### config.mk
export PLATFORM = sky130hd
export DESIGN_NAME = eth_reply_framer
export DESIGN_NICKNAME = d
export VERILOG_FILES = /design/src/rtl/eth_reply_framer_pkg.sv /design/src/rtl/eth_reply_framer.sv
export SDC_FILE = /design/constraint.sdc
export NUM_CORES = 1
export LEC_CHECK = 0
export ABC_AREA = 1
export BUFFER_PORTS_ARGS = -buffer_cell sky130_fd_sc_hd__buf_2
export CAP_MARGIN = 10
export CORE_UTILIZATION = 45
export CTS_CLUSTER_SIZE = 8
export DETAILED_ROUTE_END_ITERATION = 8
export PLACE_DENSITY = 0.69
export SLEW_MARGIN = 15
export SYNTH_ARGS = -nofsm -noshare
export SYNTH_HDL_FRONTEND = slang
export SYNTH_SLANG_ARGS = --single-unit
### constraint.sdc
create_clock -name tx_fifo_clock -period 8.81 [get_ports tx_fifo_clock]
set_clock_uncertainty 0.15 [all_clocks]
set_input_delay 1.762 -clock tx_fifo_clock [delete_from_list [all_inputs] [get_ports tx_fifo_clock]]
set_output_delay 1.762 -clock tx_fifo_clock [all_outputs]
set_load 0.01 [all_outputs]
### src/rtl/eth_reply_framer_pkg.sv
// Shared Ethernet framing constants and the framer FSM state encoding.
package eth_reply_framer_pkg;

    localparam int          ETH_HDR_BYTES   = 14;
    localparam int          ETH_MIN_PAYLOAD = 46;
    localparam logic [15:0] ETHERTYPE_PDPM  = 16'h88B5;

    typedef enum logic [2:0] {
        ST_IDLE,
        ST_HDR,
        ST_PAYLOAD,
        ST_PAD,
        ST_DRAIN
    } state_t;

endpackage

### src/rtl/eth_reply_framer.sv
// Ethernet II reply framer: prepends the 14-byte header to an app payload
// stream, zero-pads to the minimum payload, and repairs short/long payloads
// so every frame is exactly 14 + max(L, 46) bytes.
module eth_reply_framer
    import eth_reply_framer_pkg::*;
#(
    parameter logic [47:0] SRC_MAC     = 48'h000A35000102,
    parameter int          MAX_PAYLOAD = 1500,
    parameter int          LEN_W       = 11
) (
    input  logic             tx_fifo_clock,
    input  logic             tx_fifo_resetn,
    input  logic             hdr_valid,
    output logic             hdr_ready,
    input  logic [47:0]      hdr_dst_mac,
    input  logic [15:0]      hdr_ethertype,
    input  logic [LEN_W-1:0] hdr_len,
    input  logic [7:0]       s_axis_tdata,
    input  logic             s_axis_tvalid,
    input  logic             s_axis_tlast,
    output logic             s_axis_tready,
    output logic [7:0]       m_axis_tdata,
    output logic             m_axis_tvalid,
    output logic             m_axis_tlast,
    input  logic             m_axis_tready,
    output logic [31:0]      frame_cnt,
    output logic [15:0]      len_err_cnt
);

    localparam logic [LEN_W-1:0] MIN_PL = LEN_W'(ETH_MIN_PAYLOAD);
    localparam logic [LEN_W-1:0] MAX_PL = LEN_W'(MAX_PAYLOAD);
    localparam logic [3:0]       HDR_LAST_IDX = 4'(ETH_HDR_BYTES - 1);

    state_t           state, state_n;
    logic [3:0]       idx;
    logic [LEN_W-1:0] pcnt;
    logic [LEN_W-1:0] len_q;
    logic [47:0]      dst_q;
    logic [15:0]      type_q;
    logic             drain_pend;
    logic             set_drain;
    logic             len_err;
    logic [7:0]       hdr_byte;

    logic [LEN_W-1:0] pad_end;
    logic             lt_min;
    logic             last_slot;
    logic             m_fire;
    logic             s_fire;

    assign lt_min    = (len_q < MIN_PL);
    assign pad_end   = lt_min ? MIN_PL : len_q;
    assign last_slot = (pcnt == len_q - LEN_W'(1));
    assign m_fire    = m_axis_tvalid & m_axis_tready;
    assign s_fire    = s_axis_tvalid & s_axis_tready;

    // Header byte selected by position: dst MAC, source MAC, ethertype, MSB first.
    always_comb begin
        case (idx)
            4'd0:    hdr_byte = dst_q[47:40];
            4'd1:    hdr_byte = dst_q[39:32];
            4'd2:    hdr_byte = dst_q[31:24];
            4'd3:    hdr_byte = dst_q[23:16];
            4'd4:    hdr_byte = dst_q[15:8];
            4'd5:    hdr_byte = dst_q[7:0];
            4'd6:    hdr_byte = SRC_MAC[47:40];
            4'd7:    hdr_byte = SRC_MAC[39:32];
            4'd8:    hdr_byte = SRC_MAC[31:24];
            4'd9:    hdr_byte = SRC_MAC[23:16];
            4'd10:   hdr_byte = SRC_MAC[15:8];
            4'd11:   hdr_byte = SRC_MAC[7:0];
            4'd12:   hdr_byte = type_q[15:8];
            4'd13:   hdr_byte = type_q[7:0];
            default: hdr_byte = 8'h00;
        endcase
    end

    // Next-state and handshake/data outputs for each framing phase.
    always_comb begin
        // NOTE: every output gets a default before the case so no latch is inferred.
        state_n       = state;
        hdr_ready     = 1'b0;
        s_axis_tready = 1'b0;
        m_axis_tvalid = 1'b0;
        m_axis_tdata  = 8'h00;
        m_axis_tlast  = 1'b0;
        len_err       = 1'b0;
        set_drain     = 1'b0;
        case (state)
            ST_IDLE: begin
                hdr_ready = 1'b1;
                if (hdr_valid) state_n = ST_HDR;
            end
            ST_HDR: begin
                m_axis_tvalid = 1'b1;
                m_axis_tdata  = hdr_byte;
                if (m_fire && idx == HDR_LAST_IDX)
                    state_n = (len_q == '0) ? ST_PAD : ST_PAYLOAD;
            end
            ST_PAYLOAD: begin
                // Straight pass-through; the frame ends here only when L >= 46.
                m_axis_tvalid = s_axis_tvalid;
                s_axis_tready = m_axis_tready;
                m_axis_tdata  = s_axis_tdata;
                m_axis_tlast  = last_slot & ~lt_min;
                if (s_fire) begin
                    if (s_axis_tlast && last_slot) begin
                        state_n = lt_min ? ST_PAD : ST_IDLE;
                    end else if (s_axis_tlast) begin
                        len_err = 1'b1;
                        state_n = ST_PAD;
                    end else if (last_slot) begin
                        len_err = 1'b1;
                        if (lt_min) begin
                            state_n   = ST_PAD;
                            set_drain = 1'b1;
                        end else begin
                            state_n = ST_DRAIN;
                        end
                    end
                end
            end
            ST_PAD: begin
                m_axis_tvalid = 1'b1;
                m_axis_tlast  = (pcnt == pad_end - LEN_W'(1));
                if (m_fire && m_axis_tlast)
                    state_n = drain_pend ? ST_DRAIN : ST_IDLE;
            end
            ST_DRAIN: begin
                s_axis_tready = 1'b1;
                if (s_fire && s_axis_tlast) state_n = ST_IDLE;
            end
            default: state_n = ST_IDLE;
        endcase
    end

    // State register, header capture, byte counters and statistics.
    always_ff @(posedge tx_fifo_clock or negedge tx_fifo_resetn) begin
        if (!tx_fifo_resetn) begin
            state       <= ST_IDLE;
            idx         <= '0;
            pcnt        <= '0;
            len_q       <= '0;
            dst_q       <= '0;
            type_q      <= '0;
            drain_pend  <= 1'b0;
            frame_cnt   <= '0;
            len_err_cnt <= '0;
        end else begin
            // NOTE: non-blocking assignments so all registers update from pre-edge values.
            state <= state_n;
            if (state == ST_IDLE && hdr_valid) begin
                dst_q      <= hdr_dst_mac;
                type_q     <= hdr_ethertype;
                len_q      <= (hdr_len > MAX_PL) ? MAX_PL : hdr_len;
                idx        <= '0;
                pcnt       <= '0;
                drain_pend <= 1'b0;
            end
            if (state == ST_HDR && m_fire) idx <= idx + 4'd1;
            if ((state == ST_PAYLOAD || state == ST_PAD) && m_fire)
                pcnt <= pcnt + LEN_W'(1);
            if (set_drain) drain_pend <= 1'b1;
            if (m_fire && m_axis_tlast) frame_cnt <= frame_cnt + 32'd1;
            if (len_err && len_err_cnt != 16'hFFFF) len_err_cnt <= len_err_cnt + 16'd1;
        end
    end

endmodule
Word-level counts from Yosys, hierarchy flattened --
Index checks and enable logic that the tools add are counted.
Word-level totals: register bits 142, input bits 89
Cells by class: $add $sub $neg 6, magnitude comparators 2, equality and inequality tests 24, mux-type cells 38, bitwise gates (word level) 4, reductions and logical operators 18
Operators with widths (count):
- one-hot mux 8 bit (12 select lines) | 1
- 2-to-1 mux 11 bit | 4
- adder 32 x 1 -> 32 bit (second input constant) | 1
- 2-to-1 mux 3 bit | 10
- == test 11 bit | 2
- subtractor 11 x 1 -> 11 bit (second input constant) | 2
- == test 4 bit (second input constant) | 5
- adder 16 x 1 -> 16 bit (second input constant) | 1
- != test 16 bit (second input constant) | 1
- one-hot mux 8 bit (2 select lines) | 1
- 2-to-1 mux 1 bit | 15
- one-hot mux 3 bit (5 select lines) | 1
- == test 4 x 3 -> 1 bit (second input constant) | 3
- adder 11 x 1 -> 11 bit (second input constant) | 1
- > comparator 11 bit (second input constant) | 1
- zero test 11 bit | 1
- < comparator 11 x 6 -> 1 bit (second input constant) | 1
- != test 2 bit (second input constant) | 5
- logical AND 1 bit | 9
- == test 4 x 2 -> 1 bit (second input constant) | 2
- 2-to-1 mux 4 bit | 2
- == test 3 x 2 -> 1 bit (second input constant) | 2
- one-hot mux 1 bit (2 select lines) | 3
- AND reduction 6 bit | 1
- other kinds (13) | 17

Logic depth before layout (Yosys ltp) --
depth in word-level cells 8, mapped depth 24, mapped depth without buffers 23

Least setup slack after synthesis --
No wires, ideal clock.
path type register -> output, start register len_q[9], end output port m_axis_tlast, data arrival time 2149 ps, data required time 6898 ps, slack 4749 ps, stages on the path, launching flop included 16, buffers on the path 1, cells stage by stage dfrtp_1 nor2_4 nand2_1 nor2_2 nand2_1 buf_4 nand2_1 ha_1 nand4_1 nor2_1 inv_1 nand2_1 nand2_1 nor3_1 nand4_1 o21ai_0
Between the ends: word-level cells in the longest chain between the ends 5
Ends and longest elaborated chain:
- start, declared | line eth_reply_framer.sv:37 | logic [LEN_W-1:0] len_q;
- start signal, assigned | line eth_reply_framer.sv:155 | len_q <= (hdr_len > MAX_PL) ? MAX_PL : hdr_len;
- < comparator 11 x 6 -> 1 bit | line eth_reply_framer.sv:51 | assign lt_min = (len_q < MIN_PL);
- 2-to-1 mux 11 bit | line eth_reply_framer.sv:52 | assign pad_end = lt_min ? MIN_PL : len_q;
- subtractor 11 x 1 -> 11 bit | line eth_reply_framer.sv:125 | m_axis_tlast = (pcnt == pad_end - LEN_W'(1));
- == test 11 bit | line eth_reply_framer.sv:125
- one-hot mux 1 bit (2 select lines) * | line eth_reply_framer.sv:89 | case (state)
- end, declared | line eth_reply_framer.sv:24 | output logic m_axis_tlast,
Mark *: on every way between the ends. The rest lies on a longest branch, timed or not.

Worst setup path in the final report --
Same ends and word-level chain as after synthesis.

==> impl_metrics.py <==
metrics = {
    "place": {
        "gp_congestion": 0.8891,
        "port-buffer-count": 148,
        "dp.final_hpwl_um": 16420,
        "dp_slack_ns": 4.226,
        "placed_cell_area_um2": 9124,
    },
    "power_and_ir_drop": {
        "power_per_cell_area_nw_per_um2": 259.7,
        "p_int_uw": 1526,
        "p_sw_uw": 993.1,
        "standby_leakage_power_uw": 0.005065,
        "comb_pwr_share_pct": 34.0,
        "power.clock.fraction_pct": 28.0,
        "switching_share_pct": 39.43,
        "power.share.sequential_pct": 38.0,
        "total_power_uw": 2519,
        "ir_worst_vdd_v": 0.0001538,
    },
    "clocking": {
        "cts_root_buf": "sky130_fd_sc_hd__clkbuf_16",
        "ctsLongestPathBuffers": 2,
        "cts_tree": "built",
        "insertion_delay_to_the_later_sink_of_the_worst_skew_pair_ns": 0.42,
        "cts_repair_resize_count": 0,
        "clk_pin_slew_ns": 0.06,
        "post_cts_hold_buffer_count": 0,
        "numCtsBuffers": 17,
        "cts.sinks": 142,
        "post-cts-setup-buffer-count": 0,
        "htree_levels": 4,
    },
    "synthesis": {
        "syn_nets": 1198,
        "avgSynthCellArea_um2": 7.500,
        "post-synth-top-count-cell": "sky130_fd_sc_hd__nand2_1",
        "number_of_warnings_reported_in_the_yosys_synthesis_log": 0,
        "yosysTopAreaCellShare_pct": 43.19,
        "synth_sequential_area_ratio_pct": 43.19,
        "netlist_top_cells_count": "sky130_fd_sc_hd__nand2_1, sky130_fd_sc_hd__dfrtp_1, sky130_fd_sc_hd__inv_1, sky130_fd_sc_hd__nor2_1, sky130_fd_sc_hd__nand3_1",
        "yosys_most_used_dff": "sky130_fd_sc_hd__dfrtp_1",
        "synth_area_leader_cell": "sky130_fd_sc_hd__dfrtp_1",
        "synth_cells": 1097,
        "synth_top_cells_by_area": "sky130_fd_sc_hd__dfrtp_1, sky130_fd_sc_hd__nand2_1, sky130_fd_sc_hd__xor2_1",
        "yosys.cell_types.count": 49,
        "synth_edf_count": 0,
        "synth_seq_cells": 142,
        "proportion_of_synthesized_flip_flops_having_asynchronous_set_or_reset_pct": 100.0,
        "mappedNetlistArea_um2": 8228,
    },
    "sta": {
        "slew_violations": 0,
        "min_period_over_period_pct": 57.24,
        "fin_tns_setup_ns": 0,
        "max_freq_mhz": 198.3,
        "fin_crit_ns": 5.043,
        "postLayoutSetupSlackWorst_ns": 3.767,
        "setup_repair_after_global_routing_missed_its_margin": "false",
        "max_slew.worst_pin.slew_ns": 0.8514,
        "finalHoldViolations": 0,
        "slew_headroom_pct": 43.24,
        "report.final.setup_viol": 0,
    },
    "die": {
        "initial_utilization_pct": 45.80,
        "core_area_um2": 17960,
        "floorplan.io_pins": 149,
        "dieArea_um2": 18830,
        "row_count": 49,
        "die_height_um": 137.2,
        "die-width_um": 137.2,
    },
    "layout": {
        "final_net_count": 1336,
        "area_delta_synth_final_pct": 17.87,
        "final_core_util_pct": 53.99,
        "layout-drive-gt1-share_pct": 16.59,
        "stdcell_area_um2": 9698,
        "insertedDiodeCount": 0,
    },
    "setup_path": {
        "worst-path-max-fanout": 12,
        "cp_delay_by_family_top": "simple AND/OR/NAND/NOR gates",
        "crit_slowest_cell": "sky130_fd_sc_hd__dfrtp_1",
        "startpoint_kind_of_the_worst_setup_timing_path": "flop",
        "cp_slowest_stage_delay_ns": 0.44,
        "crit_top_cell": "sky130_fd_sc_hd__nand2_1",
        "timing_worst_setup_path_type": "flop to output port",
        "timing.reg2reg.setup_slack_ns": 4.99,
        "worst_ep_arrival_time_ns": 3.13,
        "worstPathCellList": "nor2_4 > nand2_1 > nor2_2 > nand2_1 > nand2_1 > ha_1 > nand4_1 > nor2_1 > inv_1 > nand2_1 > nand2_1 > nor3_1 > nand4_1 > o21ai_0 > buf_2",
        "required_ns": 6.90,
        "critical_path.endpoint_type": "output port",
        "critical_path.n_buffers_inverters": 2,
    },
    "drt": {
        "post_drt_wl_per_cell_um": 15.21,
        "drcViolationCount": 0,
        "drt_first_pass_iters": 6,
        "detailedRoute.firstIterationViolations": 607,
        "detailroute.via_count": 7825,
        "finalWirelength_um": 22460,
        "antenna_left": 0,
        "routed_via_density": 5.298,
    },
    "global_routing": {
        "grt_start_max_net_pins": 93,
        "remaining_global_route_overflow": 0,
        "grtUsageTotal_pct": 25.05,
        "grt_pass1_vias": 7353,
        "antenna_found_initial": 0,
        "grt_pass1_wl_um": 36450,
    },
    "run_status": {
        "run_status": "finished, final reports clean",
    },
    "hold_path": {
        "hp-class": "flop to flop",
    },
    "run": {
        "number_of_violations_of_the_max_capacitance_limit": 0,
    },
}
final cells by class:
cell class	count	area [um^2]
clock inverter	15	148.9
multi-input combinational	823	4135
timing repair buffer	152	777.0
sequential	142	3553
fill	1777	8265
clock buffer	17	425.4
inverter	99	371.6
tap	229	286.5
registers in the layout, summed over array words and instances (netlist names):
name	cells
type_q	16
frame_cnt	32
pcnt	11
drain_pend	1
len_err_cnt	16
idx	4
state	3
len_q	11
dst_q	48
kinds of logic (layout without fill, tap and decap cells):
group                    after synthesis  count (layout)  synth area share [%]
AND/OR/NAND/NOR                      644             644                 33.15
flip-flops                           142             142                 43.19
buffers and inverters                132             283                 6.584
AO/OA/AOI/OAI                        101             101                 8.044
XOR/XNOR                              65              65                 7.086
adder cells (fa/ha/maj)               12              12                 1.825
multiplexers                           1               1                0.1217
routing by layer:
layer	up-vias	track usage, %	part of all wire (%)
met4	0	8.425	2.0
li1	3852	-	-
met3	34	4.047	5.8
met1	3663	35.32	47
met2	276	39.03	45
met5	-	0	0
per-stage QoR:
step / hold slack, ns / cells
4_1_cts: 0.3340 / 1477
6_report: 0.3309 / 1477
5_1_grt: 0.3439 / 1477
2_1_floorplan: 0.2988 / 1097
3_3_place_gp: 0.3130 / 1445
3_5_place_dp: 0.3160 / 1445
power groups by stage:
stage | Clock, uW | Sequential, uW | Combinational, uW
3_3_place_gp | 0 | 956 | 841
5_1_grt | 745 | 978 | 978
3_5_place_dp | 0 | 964 | 845
4_1_cts | 719 | 954 | 852
2_1_floorplan | 0 | 931 | 616
6_report | 705 | 958 | 857
worst paths after layout:
kind                                     start              to  cells past startpoint
worst min-delay path                 dst_q[36]       dst_q[36]                      2
worst max-delay path                  len_q[9]    m_axis_tlast                     15
min in group asynchronous       tx_fifo_resetn        len_q[6]                      1
max in group asynchronous       tx_fifo_resetn         pcnt[3]                      2
worst max register to register        len_q[0]  len_err_cnt[9]                     23
worst min register to register       dst_q[36]       dst_q[36]                      2
worst min-delay path: stages (launching register included):
cell                      delay [ns]
sky130_fd_sc_hd__dfrtp_1        0.34
sky130_fd_sc_hd__nand2_1        0.05
sky130_fd_sc_hd__nand2_1        0.05
layout by cell type (no fill, tap or decap), drive strengths merged, types with 2 or more instances in the layout:
cell type / Yosys / routed
a221oi: 12 / 12
xor2: 48 / 48
o211ai: 2 / 2
a22oi: 4 / 4
nor4: 12 / 12
inv: 97 / 106
nor2: 95 / 95
dfrtp: 142 / 142
nand4: 22 / 22
a2bb2oi: 2 / 2
ha: 12 / 12
or2: 2 / 2
o21bai: 2 / 2
buf: 11 / 152
clkinv: 2 / 5
o31ai: 3 / 3
nand3: 85 / 85
clkinvlp: 0 / 2
nor3: 24 / 24
clkbuf: 22 / 17
o32ai: 2 / 2
xnor2: 16 / 16
a21oi: 11 / 11
nor3b: 2 / 2
o22ai: 10 / 10
nand2: 398 / 398
o21ai: 38 / 38
a22o: 9 / 9
a21o: 2 / 2
(Power assumes the default switching activity.)
